[config.mk]
export PLATFORM = sky130hd
export DESIGN_NAME = counter_mod
export DESIGN_NICKNAME = d
export VERILOG_FILES = /design/src/rtl/counter_mod.sv
export SDC_FILE = /design/constraint.sdc
export NUM_CORES = 1
export LEC_CHECK = 0
export ABC_AREA = 1
export ABC_CLOCK_PERIOD_IN_PS = 9300
export CELL_PAD_IN_SITES_DETAIL_PLACEMENT = 2
export CELL_PAD_IN_SITES_GLOBAL_PLACEMENT = 2
export CORE_AREA = 2 2 56 58
export DETAILED_ROUTE_END_ITERATION = 16
export DIE_AREA = 0 0 58 60
export PLACE_DENSITY = 0.76
export SLEW_MARGIN = 20
export SYNTH_ARGS = -nofsm -noshare
export SYNTH_HDL_FRONTEND = slang
export SYNTH_SLANG_ARGS = --single-unit
export TNS_END_PERCENT = 5
[constraint.sdc]
create_clock -name clk -period 9.3 [get_ports clk]
set_clock_uncertainty 0.1 [all_clocks]
set_input_delay 1.395 -clock clk [delete_from_list [all_inputs] [get_ports clk]]
set_output_delay 1.395 -clock clk [all_outputs]
set_load 0.05 [all_outputs]
[src/rtl/counter_mod.sv]
// Registered modulo up/down counter with signed net stepping and a same-cycle next-value output.
// Build option: define COUNTER_SATURATE_EN to saturate at 0/MAX_VALUE instead of wrapping.
module counter_mod #(
  parameter int WIDTH      = 4,
  parameter int STEP_WIDTH = 2,
  parameter int MAX_VALUE  = 10
) (
  input  logic                  clk,
  input  logic                  rst,
  input  logic                  reinit,
  input  logic [WIDTH-1:0]      initial_value,
  input  logic                  incr_valid,
  input  logic [STEP_WIDTH-1:0] incr,
  input  logic                  decr_valid,
  input  logic [STEP_WIDTH-1:0] decr,
  output logic [WIDTH-1:0]      value,
  output logic [WIDTH-1:0]      value_next
);

  // Two spare bits over the widest operand keep value+inc-dec exact and signed.
  localparam int TW = ((WIDTH > STEP_WIDTH) ? WIDTH : STEP_WIDTH) + 2;

  localparam logic [WIDTH-1:0]     MAX_W = WIDTH'(MAX_VALUE);
  localparam logic signed [TW-1:0] MAX_T = TW'(MAX_VALUE);
  localparam logic signed [TW-1:0] MOD_T = TW'(MAX_VALUE + 1);

  logic signed [TW-1:0] inc_ext;
  logic signed [TW-1:0] dec_ext;
  logic signed [TW-1:0] t_raw;
  logic signed [TW-1:0] t_fix;
  logic [WIDTH-1:0]     load_value;

  always_comb begin
    inc_ext    = '0;
    dec_ext    = '0;
    t_raw      = '0;
    t_fix      = '0;
    load_value = '0;
    value_next = '0;

    if (incr_valid) inc_ext = TW'(incr);
    if (decr_valid) dec_ext = TW'(decr);

    t_raw = TW'(value) + inc_ext - dec_ext;
    t_fix = t_raw;

`ifdef COUNTER_SATURATE_EN
    if (t_raw > MAX_T)
      t_fix = MAX_T;
    else if (t_raw < 0)
      t_fix = '0;
`else
    // A single correction is enough since a step never exceeds MAX_VALUE.
    if (t_raw > MAX_T)
      t_fix = t_raw - MOD_T;
    else if (t_raw < 0)
      t_fix = t_raw + MOD_T;
`endif

    load_value = (initial_value > MAX_W) ? MAX_W : initial_value;

    if (reinit)
      value_next = load_value;
    else
      value_next = WIDTH'(t_fix);
  end

  always_ff @(posedge clk or negedge rst) begin
    if (!rst)
      value <= '0;
    else
      value <= value_next;
  end

endmodule

======== Word level (Yosys, flattened, before mapping) ========
Cells that the tools add are included.
cells by class
  divide/modulo/power cells ............... 0
  shift-type cells ........................ 0
  bitwise logic cells ..................... 0
  reductions and logical operators ........ 0
  $lt $le $gt $ge ......................... 3
  equal/unequal tests ..................... 0
  add/sub/neg operators ................... 4
  $mul .................................... 0
  muxes and demuxes ....................... 6
operators with widths
  kind                   number
  $mux W4                4
  $add A4 B6 Y6          1
  $gt A6 B5 Y1 const B   1
  $lt A6 B1 Y1 const B   1
  $sub A6 B2 Y6          1
  $add A4 B4 Y4 const B  1
  $gt A4 B4 Y1 const B   1
  $mux W2                2
  $sub A4 B4 Y4 const B  1
word-level totals
  logic and storage cells ................. 14
  RAM bits ................................ 0
  ROM bits ................................ 0
  register bits ........................... 4
  bits in latches ......................... 0
  memories kept ........................... 0
  output and inout bits ................... 8
  input port bits ......................... 13

======== Logic depth before layout (Yosys ltp) ========
  depth in word-level cells ............... 7
  mapped depth ............................ 18
  gate-level depth less buffers ........... 18

======== Worst setup path after synthesis ========
Ideal clock, no wire load.
  path type ............................... input port to output port
  from .................................... in decr[1]
  to ...................................... out value_next[0]
  data required time ...................... 7805 ps
  arrival ................................. 4009 ps
  buffers on the path ..................... 0
  stages .................................. 11
  setup slack ............................. 3796 ps
  cell sequence ........................... nand2_1 > inv_1 > fa_1 > inv_1 > fa_1 > ha_1 > o21ai_0 > nand3_1 > nand2_2 > a21oi_1 > a21oi_1
between the ends
  cells in the longest elaborated chain, start to end .. 6
  elaborated cells between the ends (all ways) .. 7
  those cells by class .................... add/sub: 1; order compare: 2; mux: 4
RTL lines
  item             line  RTL
  from (decl)      15    input logic [STEP_WIDTH-1:0] decr,
  $mux W2 *        42    if (decr_valid) dec_ext = TW'(decr);
  $sub A6 B2 Y6 *  44    t_raw = TW'(value) + inc_ext - dec_ext;
  $lt A6 B1 Y1     56    else if (t_raw < 0)
  $mux W4          56
  $mux W4 *        54    if (t_raw > MAX_T)
  $mux W4 *        62    if (reinit)
  to (decl)        17    output logic [WIDTH-1:0] value_next
Every way passes the cells marked *; elsewhere a longest branch is shown, timed or not.

======== Final worst setup path ========
  from .................................... in decr_valid
  to ...................................... out value_next[0]
between the ends
  cells in the longest elaborated chain, start to end .. 6
  elaborated cells between the ends (all ways) .. 9
  those cells by class .................... add/sub: 3; order compare: 2; mux: 4
RTL lines
  item                                           line    RTL
  from (decl)                                    14      input logic decr_valid,
  $mux W2 *                                      42
  $sub A6 B2 Y6 *                                44
  $lt A6 B1 Y1 or $add A4 B4 Y4 (tied branches)  56, 57
  $mux W4                                        56
  $mux W4 *                                      54
  $mux W4 *                                      62
Marked as above.

==> results <==
- The flow ran to the end, and the final reports show no timing, DRC or antenna violations.
- The final-stage net count is 155.
- The maximum number of pins on one net before global-route repair is 10.
- The number of global-route vias before repair is 861.
- The initial core utilization is 0.234.
- The synthesized design contains 4 register bits.
- The sequential-to-total area share from yosys stat is 0.148.
- In this run the register-to-register setup slack is 6.48 ns.
- The synthesized netlist cell count is 106.
- Counting the buffers created by CTS gives 3.
- The half-perimeter wire length of the detailed placement result is 1790 um.
- The pin slew with the least headroom to its limit is 0.512 ns.
- The end of the worst hold path is value[0].
- For this run, the detailed router's first-pass iteration total came to 2.
- The area of the core region is 0.00290 mm^2.
- After detailed routing, the average wire length per cell comes to 12.4 um.
- The top cell types in the final layout, fill and taps aside, are 29 x sky130_fd_sc_hd__nand2_1, 22 x sky130_fd_sc_hd__inv_1, 20 x sky130_fd_sc_hd__clkdlybuf4s50_1.
- The startpoint-to-endpoint class of the critical path is in -> out.
- The root buffer selected by CTS is sky130_fd_sc_hd__clkbuf_4.
- Of the available clock period, the critical path in the final layout requires 0.686.
- The type of the worst min-delay path is reg -> reg.
- Of all cell types, the one taking the most synthesized area is sky130_fd_sc_hd__ha_1.
- The number of buffers inserted for hold repair after clock tree synthesis is 0.
- The top achievable clock speed is 157 MHz.
- The total count of max-transition violations in the final report came to 0.
- In the routed design, unresolved DRC markers number 0.
- The first global-routing pass estimated 3350 um of wire.
- The worst reg2reg path startpoint is value[1].
- The required time reported for the critical path endpoint is 7.81 ns.
- Gates resized during post-CTS repair numbered 0.
- The detail route stage leaves a number of antenna-violating nets equal to 0.
- For this run, the slowest stage of the critical path takes 0.85 ns.
- For this block, the via count after detailed routing is 758.
- Compared with the post-synthesis result, the final layout area differs by 38.9%.
- The flip-flop count of the largest register, all copies and words added is 4.
- Yosys attributes the largest share of cell area to sky130_fd_sc_hd__ha_1 17%, sky130_fd_sc_hd__nand2_1 16%, sky130_fd_sc_hd__dfrtp_1 15%.
- Yosys printed 0 warnings.
- The worst setup path is captured at an output pin.
- The number of nets in the synthesized netlist is 130.
- The data arrival time of the worst path is 4.88 ns.
- The worst hold path startpoint is value[3].
- For the final routed database, the setup TNS stands at 0 ns.
- The critical-path maximum fanout is 5.
- Headroom to the max-slew limit came out at 0.658.
- The count of buffers added on input and output ports is 20.
- The count of max-cap constraint violations is 0.
- The total number of H-tree levels is 1.
- The minimum period implied by the final worst setup slack is 6.38 ns.
- The die is 58 um wide.
- The insertion delay of the later-clocked pin in the worst-skew pair is 0.23 ns.
- The remaining global-route overflow is 0.
- The number of placement rows is 20.
- The initial antenna violation count is 0.
- The die extent in y is 60 um.
- The startpoint type of the worst setup path is a primary input.
- The worst-case reg-to-reg path depth is 13.
- The average instance in the mapped netlist occupies 6.40 um^2.
- In this run, the number of DRC markers left after iteration 0 of detailed routing was 12.
- The leading cell type in the layout, fill and taps excluded is sky130_fd_sc_hd__nand2_1.
- In this run the critical register-to-register path is captured at value[3].
- The clock net in this run drives a total of 4 sinks.
- The clock slew at the register clock pins of the worst setup and hold paths is 0.04 ns.
- For this run, the total global-route usage over all layers was measured as 0.125.
- The clock tree from TritonCTS is yes.
- Traced cell by cell, the critical path runs through clkdlybuf4s50_1 > nand2_1 > inv_1 > fa_1 > inv_1 > fa_1 > ha_1 > o21ai_0 > nand3_1 > nand2_2 > a21oi_1 > a21oi_1 > clkdlybuf4s50_1.
- The hold violation total from the final report is 0.
- The congestion estimate from routability-driven global placement came to 0.743.
- Setup violations remaining at the end of the flow were counted as 0.
- Dividing the detail-routed via count by the number of cells gives 4.68.
- The number of ports placed on the die boundary is 21.
- The count of buffers added by post-CTS timing repair for setup is 0.
- The number of antenna diodes in the final layout is 0.
- The fraction of final layout cells sized beyond drive strength 1 is 0.0853.
- Setup repair after global routing left no endpoint under its margin.
- The die covers 0.00348 mm^2.
- The total length of routed wires is 2000 um.
- The number of buffers between clock root and the deepest sink is 2.
- The share of the synthesized area in the top cell type is 0.166.
- The synthesized netlist contains 16 unique library cells.
- The summed instance area of the synthesized netlist is 678 um^2.
- The worst hold path was traced through 5 stages.
- The register name with the most flops is value.
- The critical-path cell with the highest stage delay is sky130_fd_sc_hd__clkdlybuf4s50_1.
- The largest registers in the layout are value x4.
worst max path at each step:
stage               start             to  slack, ns  cells past startpoint
2_1_floorplan     decr[1]  value_next[0]       3.80                     11
3_3_place_gp   decr_valid  value_next[0]       2.96                     13
3_5_place_dp   decr_valid  value_next[3]       2.89                     15
4_1_cts        decr_valid  value_next[3]       2.86                     15
5_1_grt        decr_valid  value_next[0]       2.66                     13
6_report       decr_valid  value_next[0]       2.92                     13
through the flow:
step	hold slack (ns)	utilization	instance area, um^2	setup WS, ns	cells
floorplan	0.999	-	678	3.80	106
global placement	0.664	0.317	920	2.96	159
CTS	0.684	0.325	942	2.86	162
finish	0.665	0.325	942	2.92	162
detailed placement	0.680	0.317	920	2.89	159
global route	0.750	0.325	942	2.66	162
critical path, delay by kind of cell:
kind                       cells  cell delay, ns
adders and majority gates      3            1.29
AOI/OAI and AO/OA              3            0.44
and+or+nand+nor                3            0.36
buffers and inverters          4            1.39
cell type report:
class                           count  area [um^2]
Tap cell                           33         41.3
Clock buffer                        3         22.5
Fill cell                         372         1960
Timing Repair Buffer               20          200
Sequential cell                     4          100
Multi-Input combinational cell     80          495
Inverter                           22         82.6
metal layers:
layer  GRT usage  vias up  routed length, um
met5           0        -                  0
met4      0.0299        0                  0
met3     0.00866        0                 51
met2       0.279       15               1170
met1       0.118      362                782
li1            -      381                  -
cells in the mapped netlist:
| cell type | count |
|---|---|
| sky130_fd_sc_hd__nand2_1 | 29 |
| sky130_fd_sc_hd__a21oi_2 | 1 |
| sky130_fd_sc_hd__nand3_1 | 16 |
| sky130_fd_sc_hd__xor2_1 | 2 |
| sky130_fd_sc_hd__inv_1 | 22 |
| sky130_fd_sc_hd__ha_1 | 9 |
| sky130_fd_sc_hd__nand3_2 | 2 |
| sky130_fd_sc_hd__o21ai_0 | 4 |
| sky130_fd_sc_hd__nor2_1 | 3 |
| sky130_fd_sc_hd__nand3b_1 | 2 |
| sky130_fd_sc_hd__nand2_2 | 4 |
| sky130_fd_sc_hd__fa_1 | 2 |
| sky130_fd_sc_hd__a21oi_1 | 4 |
| sky130_fd_sc_hd__dfrtp_1 | 4 |
| sky130_fd_sc_hd__o21ai_1 | 1 |
| sky130_fd_sc_hd__nor2_4 | 1 |
logic make-up after synthesis:
family,after synthesis,share of synthesized area
compound gates,10,0.0793
xor+xnor,2,0.0258
fa+ha+maj,11,0.225
buf+inv,22,0.122
flops,4,0.148
simple gates,57,0.400
Power is left out: the tool's default activity adds up to more than one toggle a clock period on the data nets, which glitch-free logic cannot reach.
